===== config.mk =====
export PLATFORM = sky130hd
export DESIGN_NAME = systolic_drain
export DESIGN_NICKNAME = d
export VERILOG_FILES = /design/src/rtl/systolic_pkg.sv /design/src/rtl/systolic_drain.sv
export SDC_FILE = /design/constraint.sdc
export NUM_CORES = 1
export LEC_CHECK = 0
export CORE_ASPECT_RATIO = 0.9
export CORE_UTILIZATION = 39
export CTS_CLUSTER_DIAMETER = 200
export DETAILED_ROUTE_END_ITERATION = 6
export PLACE_DENSITY = 0.66
export SLEW_MARGIN = 20
export SYNTH_ARGS = -nofsm -noshare
export SYNTH_HDL_FRONTEND = slang
export SYNTH_SLANG_ARGS = --single-unit

===== constraint.sdc =====
create_clock -name clk -period 19 [get_ports clk]
set_input_delay 3.8 -clock clk [delete_from_list [all_inputs] [get_ports clk]]
set_output_delay 3.8 -clock clk [all_outputs]
set_load 0.03 [all_outputs]

===== src/rtl/systolic_pkg.sv =====
// -----------------------------------------------------------------------------
// systolic_pkg
// Shared type definitions for the systolic array: the array controller's
// state encoding and the result drain engine's state encoding.
// No ports; import with "import systolic_pkg::*;".
// -----------------------------------------------------------------------------
package systolic_pkg;

   // Array controller phases (load operands, compute, hand results to drain).
   typedef enum logic [1:0] {
      CTRL_IDLE    = 2'd0,
      CTRL_LOAD    = 2'd1,
      CTRL_COMPUTE = 2'd2,
      CTRL_OUT     = 2'd3
   } ctrl_state_e;

   // Result drain engine phases.
   typedef enum logic [1:0] {
      DRN_IDLE  = 2'd0,
      DRN_DRAIN = 2'd1,
      DRN_CLEAR = 2'd2,
      DRN_DONE  = 2'd3
   } drain_state_e;

endpackage


===== src/rtl/systolic_drain.sv =====
// -----------------------------------------------------------------------------
// systolic_drain
// Snapshots all SIZE x SIZE PE accumulators when the array controller enters
// its OUT phase, streams them out one word per transfer in row-major order,
// pulses an accumulator clear to the PEs, then reports done.
//
// Ports:
//   clk        clock, all state on rising edge
//   rst        synchronous, active-high reset
//   start      level: array controller is in its OUT phase
//   pe_acc     PE accumulators, PE(r,c) at slice r*SIZE+c (DATA_W each)
//   pe_clr     one-cycle accumulator clear pulse to the PEs
//   send_msg   result word (0 when send_val is low)
//   send_val   result valid
//   send_rdy   downstream ready
//   send_last  final word of the matrix
//   done       drain and clear complete
//   dbg_state  current drain state, for observation only
//
// Handshake: a word transfers on any cycle where send_val and send_rdy are
// both high. Once send_val is raised it stays high, and send_msg/send_last
// stay unchanged, until that transfer happens; send_rdy may change freely.
// -----------------------------------------------------------------------------
module systolic_drain
   import systolic_pkg::*;
#(
   parameter int SIZE   = 4,
   parameter int DATA_W = 32
) (
   input  logic                          clk,
   input  logic                          rst,
   input  logic                          start,
   input  logic [SIZE*SIZE*DATA_W-1:0]   pe_acc,
   output logic                          pe_clr,
   output logic [DATA_W-1:0]             send_msg,
   output logic                          send_val,
   input  logic                          send_rdy,
   output logic                          send_last,
   output logic                          done,
   output drain_state_e                  dbg_state
);

   localparam int                NUM      = SIZE * SIZE;
   localparam int                IDX_W    = $clog2(NUM);
   localparam logic [IDX_W-1:0]  IDX_LAST = IDX_W'(NUM - 1);

   drain_state_e      state_q, state_d;
   logic [IDX_W-1:0]  idx_q, idx_d;
   logic [DATA_W-1:0] shadow_q [NUM];
   logic [DATA_W-1:0] shadow_d [NUM];

   always_comb begin
      state_d   = state_q;
      idx_d     = idx_q;
      shadow_d  = shadow_q;
      send_val  = 1'b0;
      send_msg  = '0;
      send_last = 1'b0;
      pe_clr    = 1'b0;
      done      = 1'b0;

      unique case (state_q)
         DRN_IDLE: begin
            if (start) begin
               state_d = DRN_DRAIN;
               idx_d   = '0;
               // Snapshot so later accumulator activity cannot leak into
               // the words still waiting to be sent.
               for (int i = 0; i < NUM; i++) begin
                  shadow_d[i] = pe_acc[i*DATA_W +: DATA_W];
               end
            end
         end

         DRN_DRAIN: begin
            send_val  = 1'b1;
            send_msg  = shadow_q[idx_q];
            send_last = (idx_q == IDX_LAST);
            if (send_rdy) begin
               // idx parks on the last entry rather than wrapping.
               if (idx_q == IDX_LAST) begin
                  state_d = DRN_CLEAR;
               end else begin
                  idx_d = idx_q + 1'b1;
               end
            end
         end

         DRN_CLEAR: begin
            pe_clr  = 1'b1;
            state_d = DRN_DONE;
         end

         DRN_DONE: begin
            done = 1'b1;
            // Wait for the controller to leave OUT so one start level
            // cannot trigger a second drain of the same results.
            if (!start) begin
               state_d = DRN_IDLE;
            end
         end

         default: begin
            state_d = DRN_IDLE;
         end
      endcase
   end

   always_ff @(posedge clk) begin
      if (rst) begin
         state_q <= DRN_IDLE;
         idx_q   <= '0;
      end else begin
         state_q <= state_d;
         idx_q   <= idx_d;
      end
   end

   // Data-only storage: contents are meaningless until the next capture.
   always_ff @(posedge clk) begin
      shadow_q <= shadow_d;
   end

   assign dbg_state = state_q;

endmodule


==> impl_results.md, run 1 <==
- Post-Synthesis Cells: 1072
- FP Rows: 78
- Post-Layout Cell Count: 2368
- Worst-skew pair later-pin latency: 0.59 ns
- Post-synthesis sequential area ratio: 76.4%
- Hold Path Depth: 2
- CTS resizes: 0
- Critical Path Source Type: register
- Status: completed
- Max Clock Freq: 0.122 GHz
- Measured slew at the worst slew-check pin: 1.16 ns
- Die outline height: 218 um
- First-pass detailed-route iteration total: 5
- Fraction of layout cells with a size suffix above 1: 6.87%
- Post-route cell area: 28000 sq um
- CTS max path bufs: 3
- Clock transition at path regs: 0.05 ns
- WP data arrival: 4.37 ns
- Peak supply drop: 174 uV
- GPL Wtd Cong: 0.863
- Post-CTS Setup Bufs: 0
- Finish-stage setup viols: 0
- Depth of the most critical reg-to-reg path: 6
- Synth warnings: 0
- Largest net degree at the start of global routing: 126
- Yosys cell types: 35
- Crit-path slowest cell: dfxtp_4
- Top FF cell, synth: edfxtp_1
- Clk sinks: 518
- H-tree levels: 2
- Violation count after the first detailed-routing iteration: 943
- P per Cell Area: 126 nW/um^2
- EDFF count, synth: 512
- Leak: 9.07 nW
- RSZ-0062 raised after global routing: no
- Placed cell count: 2259
- Mapped Area: 20300 sq um
- Die ar.: 52900 sq um
- Setup TNS: 0 ns
- Max cap viols: 0
- Drc violations: 0
- Crit path capture type: primary output
- Area leader, netlist: edfxtp_1
- Top cell type's share of synthesized area: 75.8%
- Syn_nets: 1594
- Core Area: 50800 sq um
- Final Critical Period: 8.17 ns
- Final core occ: 55.0%
- Count leader, synth: edfxtp_1
- Post-CTS Hold Fix Bufs: 0
- GRT Util Overall: 20.8%
- Dpl cell area: 26300 sq um
- Synth top area cells: edfxtp_1, mux2i_1, a22oi_1
- CP Cell Sequence: buf_4 > mux2i_1 > a22oi_1 > nand2_1 > o22ai_1 > clkdlybuf4s50_1
- IO buf count: 553
- GRT overflow: 0
- Fin. max-slew vios: 0
- Syn Area/Cell: 18.9 sq um
- Max FO, Critical Path: 61
- Top cells by count, synth: edfxtp_1, mux2i_1, a22oi_1
- Initial Util: 39.9%
- Hold Vio Cnt, Final: 0
- Post-DP HPWL: 39500 um
- Tot Pwr: 3.53 mW
- Initial antenna violation count: 16
- Ratio of final minimum period to clock period: 43.0%
- ANT nets after route: 0
- TritonCTS Buffers: 53
- Vias in the first global route: 12200
- Vias: 12100
- Hold WC Path Type: reg -> reg
- Wire per inst: 24.1 um
- Max stage delay on crit path: 1.04 ns
- Crit Path Category: reg -> out
- IO Count: 554
- DRT Wirelength: 57000 um
- Root Driver: clkbuf_16
- Relative max-transition margin: 22.6%
- Asr flop ratio synth: 0%
- Area Growth Syn to Fin: 38.0%
- Worst EP required: 15.20 ns
- Synthesized flop and latch total: 518
- TritonCTS clock tree: yes
- Clock Skews: 0.00838 ns
- Vias per cell: 5.12
- Die width: 242 um
- Nets: 2156
- First-pass GRT wire length: 80000 um
==> routing by layer <==
metal	track usage (%)	wire length [um]	part of all wire [%]
met5	0	40	0.070
met4	8.14	1500	2.6
met3	4.35	3760	6.6
met2	33.6	27700	49
met1	27.7	24100	42
==> flip-flops by register name, summed over array words and instances (netlist names) <==
signal,flops
dbg_state,2
shadow_q,512
idx_q,4
==> path summary, 6_finish.rpt <==
check / start / endpoint / slack [ns]
max: idx_q[0] / send_msg[15] / 10.83
min: idx_q[3] / idx_q[3] / 0.57
max reg2reg: dbg_state[0] / shadow_q[16] / 14.58
min reg2reg: idx_q[3] / idx_q[3] / 0.57
==> area by class of cell <==
type	count	area [sq um]
Fill cell	4043	22900
Sequential cell	518	15500
Timing Repair Buffer	567	5660
Multi-Input combinational cell	489	4260
Clock buffer	72	1480
Tap cell	680	851
Clock inverter	22	186
Antenna cell	15	37.5
Inverter	5	18.8
==> per-stage QoR <==
stage | hold WS [ns] | setup slack, ns
after global routing | 0.614 | 10.62
after CTS | 0.564 | 10.75
after floorplan | 0.508 | 2.85
after detailed placement | 0.555 | 10.68
final | 0.570 | 10.83
after global placement | 0.542 | 10.82
==> placed cells by master (no fill, tap or decap), types with 6 or more instances in the layout <==
cell type | synthesis | routed
a22oi_1 | 96 | 96
nand2_1 | 50 | 49
diode_2 | 0 | 15
clkbuf_1 | 13 | 13
clkdlybuf4s50_1 | 0 | 553
o22ai_1 | 16 | 16
ha_1 | 6 | 6
clkbuf_16 | 0 | 55
clkinv_1 | 0 | 10
edfxtp_1 | 512 | 512
a221oi_1 | 13 | 13
mux4_2 | 16 | 16
buf_4 | 6 | 12
o21ai_1 | 30 | 30
mux2i_1 | 227 | 227
==> worst max-delay path: cells and delay by family, from the launching register on <==
kind,cells,cell delay (ns)
compound gates,2,0.50
buf+inv,2,1.69
flops,1,1.04
mux,1,0.21
simple gates,1,0.19
==> cells by family (layout without fill, tap and decap cells) <==
| kind of cell | Yosys count | count (layout) | share of synthesized area [%] |
|---|---|---|---|
| adders and majority gates | 6 | 6 | 0.370 |
| other | 0 | 15 | 0 |
| DFF | 518 | 518 | 76.4 |
| buffers and inverters | 65 | 666 | 2.73 |
| and+or+nand+nor | 71 | 71 | 1.54 |
| AOI/OAI and AO/OA | 168 | 168 | 5.90 |
| muxes | 244 | 244 | 13.0 |
==> report_power, final <==
group | total [mW] | switching (mW) | internal, mW
combinational | 0.819 | 0.491 | 0.328
sequential | 1.70 | 0.0840 | 1.62
clock | 1.00 | 0.420 | 0.583
No activity file was read; power rests on OpenSTA's default activity.
==> inputs of run 2 (changes only) <==
==> constraint.sdc (replaced) <==
create_clock -name clk -period 8.15 [get_ports clk]
set_input_delay 1.63 -clock clk [delete_from_list [all_inputs] [get_ports clk]]
set_output_delay 1.63 -clock clk [all_outputs]
set_load 0.03 [all_outputs]
==> run 2 against run 1 <==
Compared with the run above: first-iteration DRC count grew 23%; critical path type unchanged; largest cell class unchanged; critical endpoint is now send_msg[20]; routed wire length grew 4.6%; sequential power grew 130%.
==> impl_results.md, run 2 (synthesized netlist as in run 1, its figures left out) <==
- Status: completed (unchanged)
- Fraction of layout cells with a size suffix above 1: 6.98% (was 6.87%)
- CTS resizes: 0 (unchanged)
- Final core occ: 55.2% (was 55.0%)
- Vias: 12300 (was 12100)
- Measured slew at the worst slew-check pin: 1.05 ns (was 1.16 ns)
- WP data arrival: 3.80 ns (was 4.37 ns)
- Die ar.: 52900 sq um (unchanged)
- Leak: 9.09 nW (was 9.07 nW)
- GPL Wtd Cong: 0.963 (was 0.863)
- CP startpoint: idx_q[0] (unchanged)
- Max cap viols: 0 (unchanged)
- Die width: 242 um (unchanged)
- Crit-path slowest cell: clkdlybuf4s50_1 (was dfxtp_4)
- IO buf count: 553 (unchanged)
- Peak supply drop: 198 uV (was 174 uV)
- Area Growth Syn to Fin: 38.4% (was 38.0%)
- Max FO, Critical Path: 118 (was 61)
- Setup ws final: 2.72 ns (was 10.83 ns)
- P per Cell Area: 296 nW/um^2 (was 126 nW/um^2)
- First-pass GRT wire length: 83100 um (was 80000 um)
- GRT overflow: 0 (unchanged)
- Hold Vio Cnt, Final: 0 (unchanged)
- RSZ-0062 raised after global routing: no (unchanged)
- Depth of the most critical reg-to-reg path: 5 (was 6)
- FP Rows: 78 (unchanged)
- Clock Skews: 0.0182 ns (was 0.00838 ns)
- FF-to-FF End: shadow_q[430] (was shadow_q[16])
- Post-DP HPWL: 42400 um (was 39500 um)
- Crit Path Category: reg -> out (unchanged)
- Worst path depth: 6 (unchanged)
- Buf+Inv Stages, Crit Path: 2 (unchanged)
- Nets: 2156 (unchanged)
- Initial Util: 39.9% (unchanged)
- Reg2reg start: dbg_state[0] (unchanged)
- Commonest non-fill, non-tap cell in the layout: clkdlybuf4s50_1 (unchanged)
- Clk sinks: 518 (unchanged)
- H-tree levels: 2 (unchanged)
- R2r setup slk: 5.40 ns (was 14.58 ns)
- CTS max path bufs: 3 (unchanged)
- Worst EP required: 6.52 ns (was 15.20 ns)
- DRT Wirelength: 59600 um (was 57000 um)
- Tot Pwr: 8.32 mW (was 3.53 mW)
- Relative max-transition margin: 29.7% (was 22.6%)
- TritonCTS clock tree: yes (unchanged)
- Vias per cell: 5.16 (was 5.12)
- Worst-skew pair later-pin latency: 0.59 ns (about the same)
- Largest Register: shadow_q (unchanged)
- Initial antenna violation count: 18 (was 16)
- TritonCTS Buffers: 54 (was 53)
- ANT nets after route: 0 (unchanged)
- Post-CTS Setup Bufs: 0 (unchanged)
- Fin. max-slew vios: 0 (unchanged)
- CP Cell Sequence: buf_12 > mux2i_1 > a22oi_1 > nand2_1 > o22ai_1 > clkdlybuf4s50_1 (was buf_4 > mux2i_1 > a22oi_1 > nand2_1 > o22ai_1 > clkdlybuf4s50_1)
- Ratio of final minimum period to clock period: 66.6%
- GRT Util Overall: 21.8% (was 20.8%)
- Final Critical Period: 5.43 ns
- Most frequent cells in the layout: clkdlybuf4s50_1, edfxtp_1, mux2i_1 (unchanged)
- Core Area: 50800 sq um (unchanged)
- Pre-CTS setup slack: 3.28 ns (was 10.68 ns)
- Hold WC Path Type: reg -> reg (unchanged)
- Drc violations: 0 (unchanged)
- WHS: 0.575 ns (was 0.570 ns)
- Finish-stage setup viols: 0 (unchanged)
- Post-CTS Hold Fix Bufs: 0 (unchanged)
- Wire per inst: 25.1 um (was 24.1 um)
- Crit path capture type: primary output (unchanged)
- Setup TNS: 0 ns (unchanged)
- Die outline height: 218 um (unchanged)
- Worst Setup EP: send_msg[20] (was send_msg[15])
- Max stage delay on crit path: 0.77 ns (was 1.04 ns)
- Max Clock Freq: 0.184 GHz
- Root Driver: clkbuf_16 (unchanged)
- Family with the most delay on the worst path: buffers and inverters (unchanged)
- Largest net degree at the start of global routing: 207 (was 126)
- Largest register FFs: 512 (unchanged)
- Vias in the first global route: 12400 (was 12200)
- Clock transition at path regs: 0.06 ns (was 0.05 ns)
- IO Count: 554 (unchanged)
- Critical Path Source Type: register (unchanged)
- Violation count after the first detailed-routing iteration: 1160 (was 943)
- First-pass detailed-route iteration total: 5 (unchanged)
[run 2: routing by layer]
layer	track usage, %	routed length, um	vias up
met5	0	13	-
met1	30.2	25200	6095
met4	8.50	1760	2
met3	4.25	4540	97
li1	-	-	5498
met2	34.0	28100	565
[run 2: tightest hold or removal path, cell delays in order (launching register included)]
cell and delay, ns:
dfxtp_1 0.37, inv_1 0.07, o32ai_1 0.08
[run 2: worst min-delay path by stage]
stage	cells after the start	startpoint	slack, ns	to
5_1_grt	2	dbg_state[0]	0.61	dbg_state[0]
3_3_place_gp	2	idx_q[3]	0.55	idx_q[3]
2_1_floorplan	2	idx_q[3]	0.51	idx_q[3]
3_5_place_dp	2	idx_q[3]	0.56	idx_q[3]
6_report	2	idx_q[3]	0.58	idx_q[3]
4_1_cts	2	idx_q[3]	0.57	idx_q[3]
[run 2: through the flow]
stage | cell area, sq um | instances
after floorplan | 20300 | 1072
after global placement | 26300 | 2256
after detailed placement | 26300 | 2256
after CTS | 28000 | 2354
after global routing | 28100 | 2373
final | 28100 | 2374
[run 2: cell type report]
class                   instances  area, sq um
diodes                         18         45.0
clock buffers                  68         1470
clock inverters                30          203
fillers                      4017        22800
inverters                       5         18.8
multi-input cells             489         4260
flip-flops and latches        518        15500
well taps                     680          851
repair buffers                566         5730
[run 2: report_power, final]
group | internal, mW | total, mW | leakage (nW) | switching, mW
Sequential | 3.77 | 3.95 | 4.93 | 0.181
Clock | 1.33 | 2.34 | 0.813 | 1.00
Combinational | 0.795 | 2.03 | 3.35 | 1.24
==> inputs of run 3 (changes only) <==
--- a/config.mk
+++ b/config.mk
@@ -9,7 +9,7 @@
 export CORE_UTILIZATION = 39
 export CTS_CLUSTER_DIAMETER = 200
 export DETAILED_ROUTE_END_ITERATION = 6
-export PLACE_DENSITY = 0.66
+export PLACE_DENSITY = 0.69
 export SLEW_MARGIN = 20
 export SYNTH_ARGS = -nofsm -noshare
 export SYNTH_HDL_FRONTEND = slang
==> constraint.sdc (replaced) <==
create_clock -name clk -period 4.9 [get_ports clk]
set_input_delay 0.98 -clock clk [delete_from_list [all_inputs] [get_ports clk]]
set_output_delay 0.98 -clock clk [all_outputs]
set_load 0.03 [all_outputs]
==> run 3 against run 2 <==
Compared with the run above: utilization increased by 0.48 points; sequential cell count unchanged; critical endpoint is now send_msg[11]; critical path depth unchanged; combinational power increased by 71%; register-to-register slack got worse by 2.9 ns; cell count increased by 0.55%; sequential power increased by 66%.
==> impl_results.md, run 3 (synthesized netlist as in run 1, its figures left out) <==
- Status: completed (unchanged)
- Vias: 12300 (about the same)
- Fin. max-slew vios: 0 (unchanged)
- Finish-stage setup viols: 0 (unchanged)
- Hold Vio Cnt, Final: 0 (unchanged)
- P per Cell Area: 497 nW/um^2 (was 296 nW/um^2)
- Post-CTS Hold Fix Bufs: 0 (unchanged)
- Vias in the first global route: 12500 (was 12400)
- Nets: 2174 (was 2156)
- FF-to-FF End: shadow_q[243] (was shadow_q[430])
- Vias per cell: 5.16 (about the same)
- GRT Util Overall: 22.1% (was 21.8%)
- Crit Path Category: reg -> out (unchanged)
- First-pass detailed-route iteration total: 5 (unchanged)
- Area Growth Syn to Fin: 39.6% (was 38.4%)
- Ratio of final minimum period to clock period: 92.5%
- IO buf count: 553 (unchanged)
- Worst EP required: 3.92 ns (was 6.52 ns)
- RSZ-0062 raised after global routing: no (unchanged)
- Clk sinks: 518 (unchanged)
- CP startpoint: idx_q[1] (was idx_q[0])
- Worst-skew pair later-pin latency: 0.58 ns (was 0.59 ns)
- Measured slew at the worst slew-check pin: 1.06 ns (was 1.05 ns)
- Relative max-transition margin: 29.3% (was 29.7%)
- Reg2reg start: dbg_state[1] (was dbg_state[0])
- CTS max path bufs: 3 (unchanged)
- Commonest non-fill, non-tap cell in the layout: clkdlybuf4s50_1 (unchanged)
- Clock transition at path regs: 0.07 ns (was 0.06 ns)
- Largest net degree at the start of global routing: 83 (was 207)
- Max FO, Critical Path: 34 (was 118)
- Critical Path Source Type: register (unchanged)
- Core Area: 50800 sq um (unchanged)
- Depth of the most critical reg-to-reg path: 4 (was 5)
- Tot Pwr: 14.1 mW (was 8.32 mW)
- First-pass GRT wire length: 83500 um (was 83100 um)
- CTS resizes: 0 (unchanged)
- Placed cell count: 2277 (was 2256)
- Worst Setup EP: send_msg[11] (was send_msg[20])
- Die ar.: 52900 sq um (unchanged)
- Die width: 242 um (unchanged)
- Most frequent cells in the layout: clkdlybuf4s50_1, edfxtp_1, mux2i_1 (unchanged)
- Post-DP HPWL: 44000 um (was 42400 um)
- GPL Wtd Cong: 0.980 (was 0.963)
- Post-Layout Cell Count: 2387 (was 2374)
- Fraction of layout cells with a size suffix above 1: 8.16% (was 6.98%)
- Max Clock Freq: 0.221 GHz
- Violation count after the first detailed-routing iteration: 1165 (was 1160)
- GRT overflow: 0 (unchanged)
- IO Count: 554 (unchanged)
- Hold WC Path Type: reg -> reg (unchanged)
- R2r setup slk: 2.49 ns (was 5.40 ns)
- ANT nets after route: 0 (unchanged)
- Initial antenna violation count: 16 (was 18)
- WHS: 0.581 ns (was 0.575 ns)
- Wire per inst: 25.2 um (was 25.1 um)
- TritonCTS clock tree: yes (unchanged)
- Final core occ: 55.7% (was 55.2%)
- Initial Util: 39.9% (unchanged)
- Clock Skews: 0.0228 ns (was 0.0182 ns)
- H-tree levels: 2 (unchanged)
- Final Critical Period: 4.53 ns
- Max cap viols: 0 (unchanged)
- Largest Register: shadow_q (unchanged)
- FP Rows: 78 (unchanged)
- Drc violations: 0 (unchanged)
- Post-CTS Setup Bufs: 0 (unchanged)
- Largest register FFs: 512 (unchanged)
- Leak: 9.24 nW (was 9.09 nW)
- DRT Wirelength: 60300 um (was 59600 um)
- Peak supply drop: 364 uV (was 198 uV)
- Setup TNS: 0 ns (unchanged)
- WP data arrival: 3.55 ns (was 3.80 ns)
- Die outline height: 218 um (unchanged)
- Crit path capture type: primary output (unchanged)
- TritonCTS Buffers: 53 (was 54)
- Root Driver: clkbuf_16 (unchanged)
run 3: cell types whose count changed in the layout (fill, tap and decap cells not counted):
| cell | delta |
|---|---|
| clkinv_1 | -5 |
| clkinvlp_4 | -2 |
| buf_12 | +6 |
| clkinv_2 | +2 |
| buf_4 | +14 |
| clkbuf_16 | -4 |
| buf_16 | -1 |
| diode_2 | -3 |
| bufinv_16 | +6 |
run 3: worst min path at each step:
stage | startpoint | endpoint | slack, ns | cells past startpoint
final | dbg_state[0] | dbg_state[0] | 0.58 | 2
after global routing | dbg_state[1] | dbg_state[1] | 0.61 | 2
after CTS | dbg_state[0] | dbg_state[0] | 0.58 | 2
after detailed placement | dbg_state[0] | dbg_state[0] | 0.57 | 2
after global placement | idx_q[3] | idx_q[3] | 0.54 | 2
after floorplan | idx_q[3] | idx_q[3] | 0.51 | 2
run 3: final cells by class:
class / instances / area, sq um
Inverter: 5 / 18.8
Fill cell: 3928 / 22500
Multi-Input combinational cell: 489 / 4260
Clock buffer: 64 / 1370
Clock inverter: 31 / 359
Antenna cell: 15 / 37.5
Sequential cell: 518 / 15500
Timing Repair Buffer: 585 / 5930
Tap cell: 680 / 851
run 3: routing by layer:
layer	vias up	part of all wire, %	track usage (%)
met5	-	0.018	0
met4	2	3.1	8.29
met3	106	8.7	6.12
met2	589	46	33.7
met1	6081	42	30.2
li1	5534	-	-
run 3: where the power goes:
part	total, mW	leakage (nW)	switching, mW	internal (mW)
clock network	4.04	0.848	1.64	2.40
logic	3.48	3.46	2.10	1.38
registers	6.56	4.93	0.305	6.26
total	14.1	9.24	4.04	10.0
run 3: metrics by stage:
stage | cell area, sq um | setup WS [ns]
after global placement | 26600 | 0.863
final | 28300 | 0.367
after floorplan | 20300 | -0.0703
after global routing | 28300 | 0.168
after detailed placement | 26600 | 0.861
after CTS | 28300 | 0.224
run 3: critical path: stages (launching register included):
cell and delay (ns):
dfxtp_1 0.42, nor2_4 0.85, buf_4 0.59, a221oi_1 0.17, o21ai_1 0.15, o21ai_1 0.13
clkdlybuf4s50_1 0.64
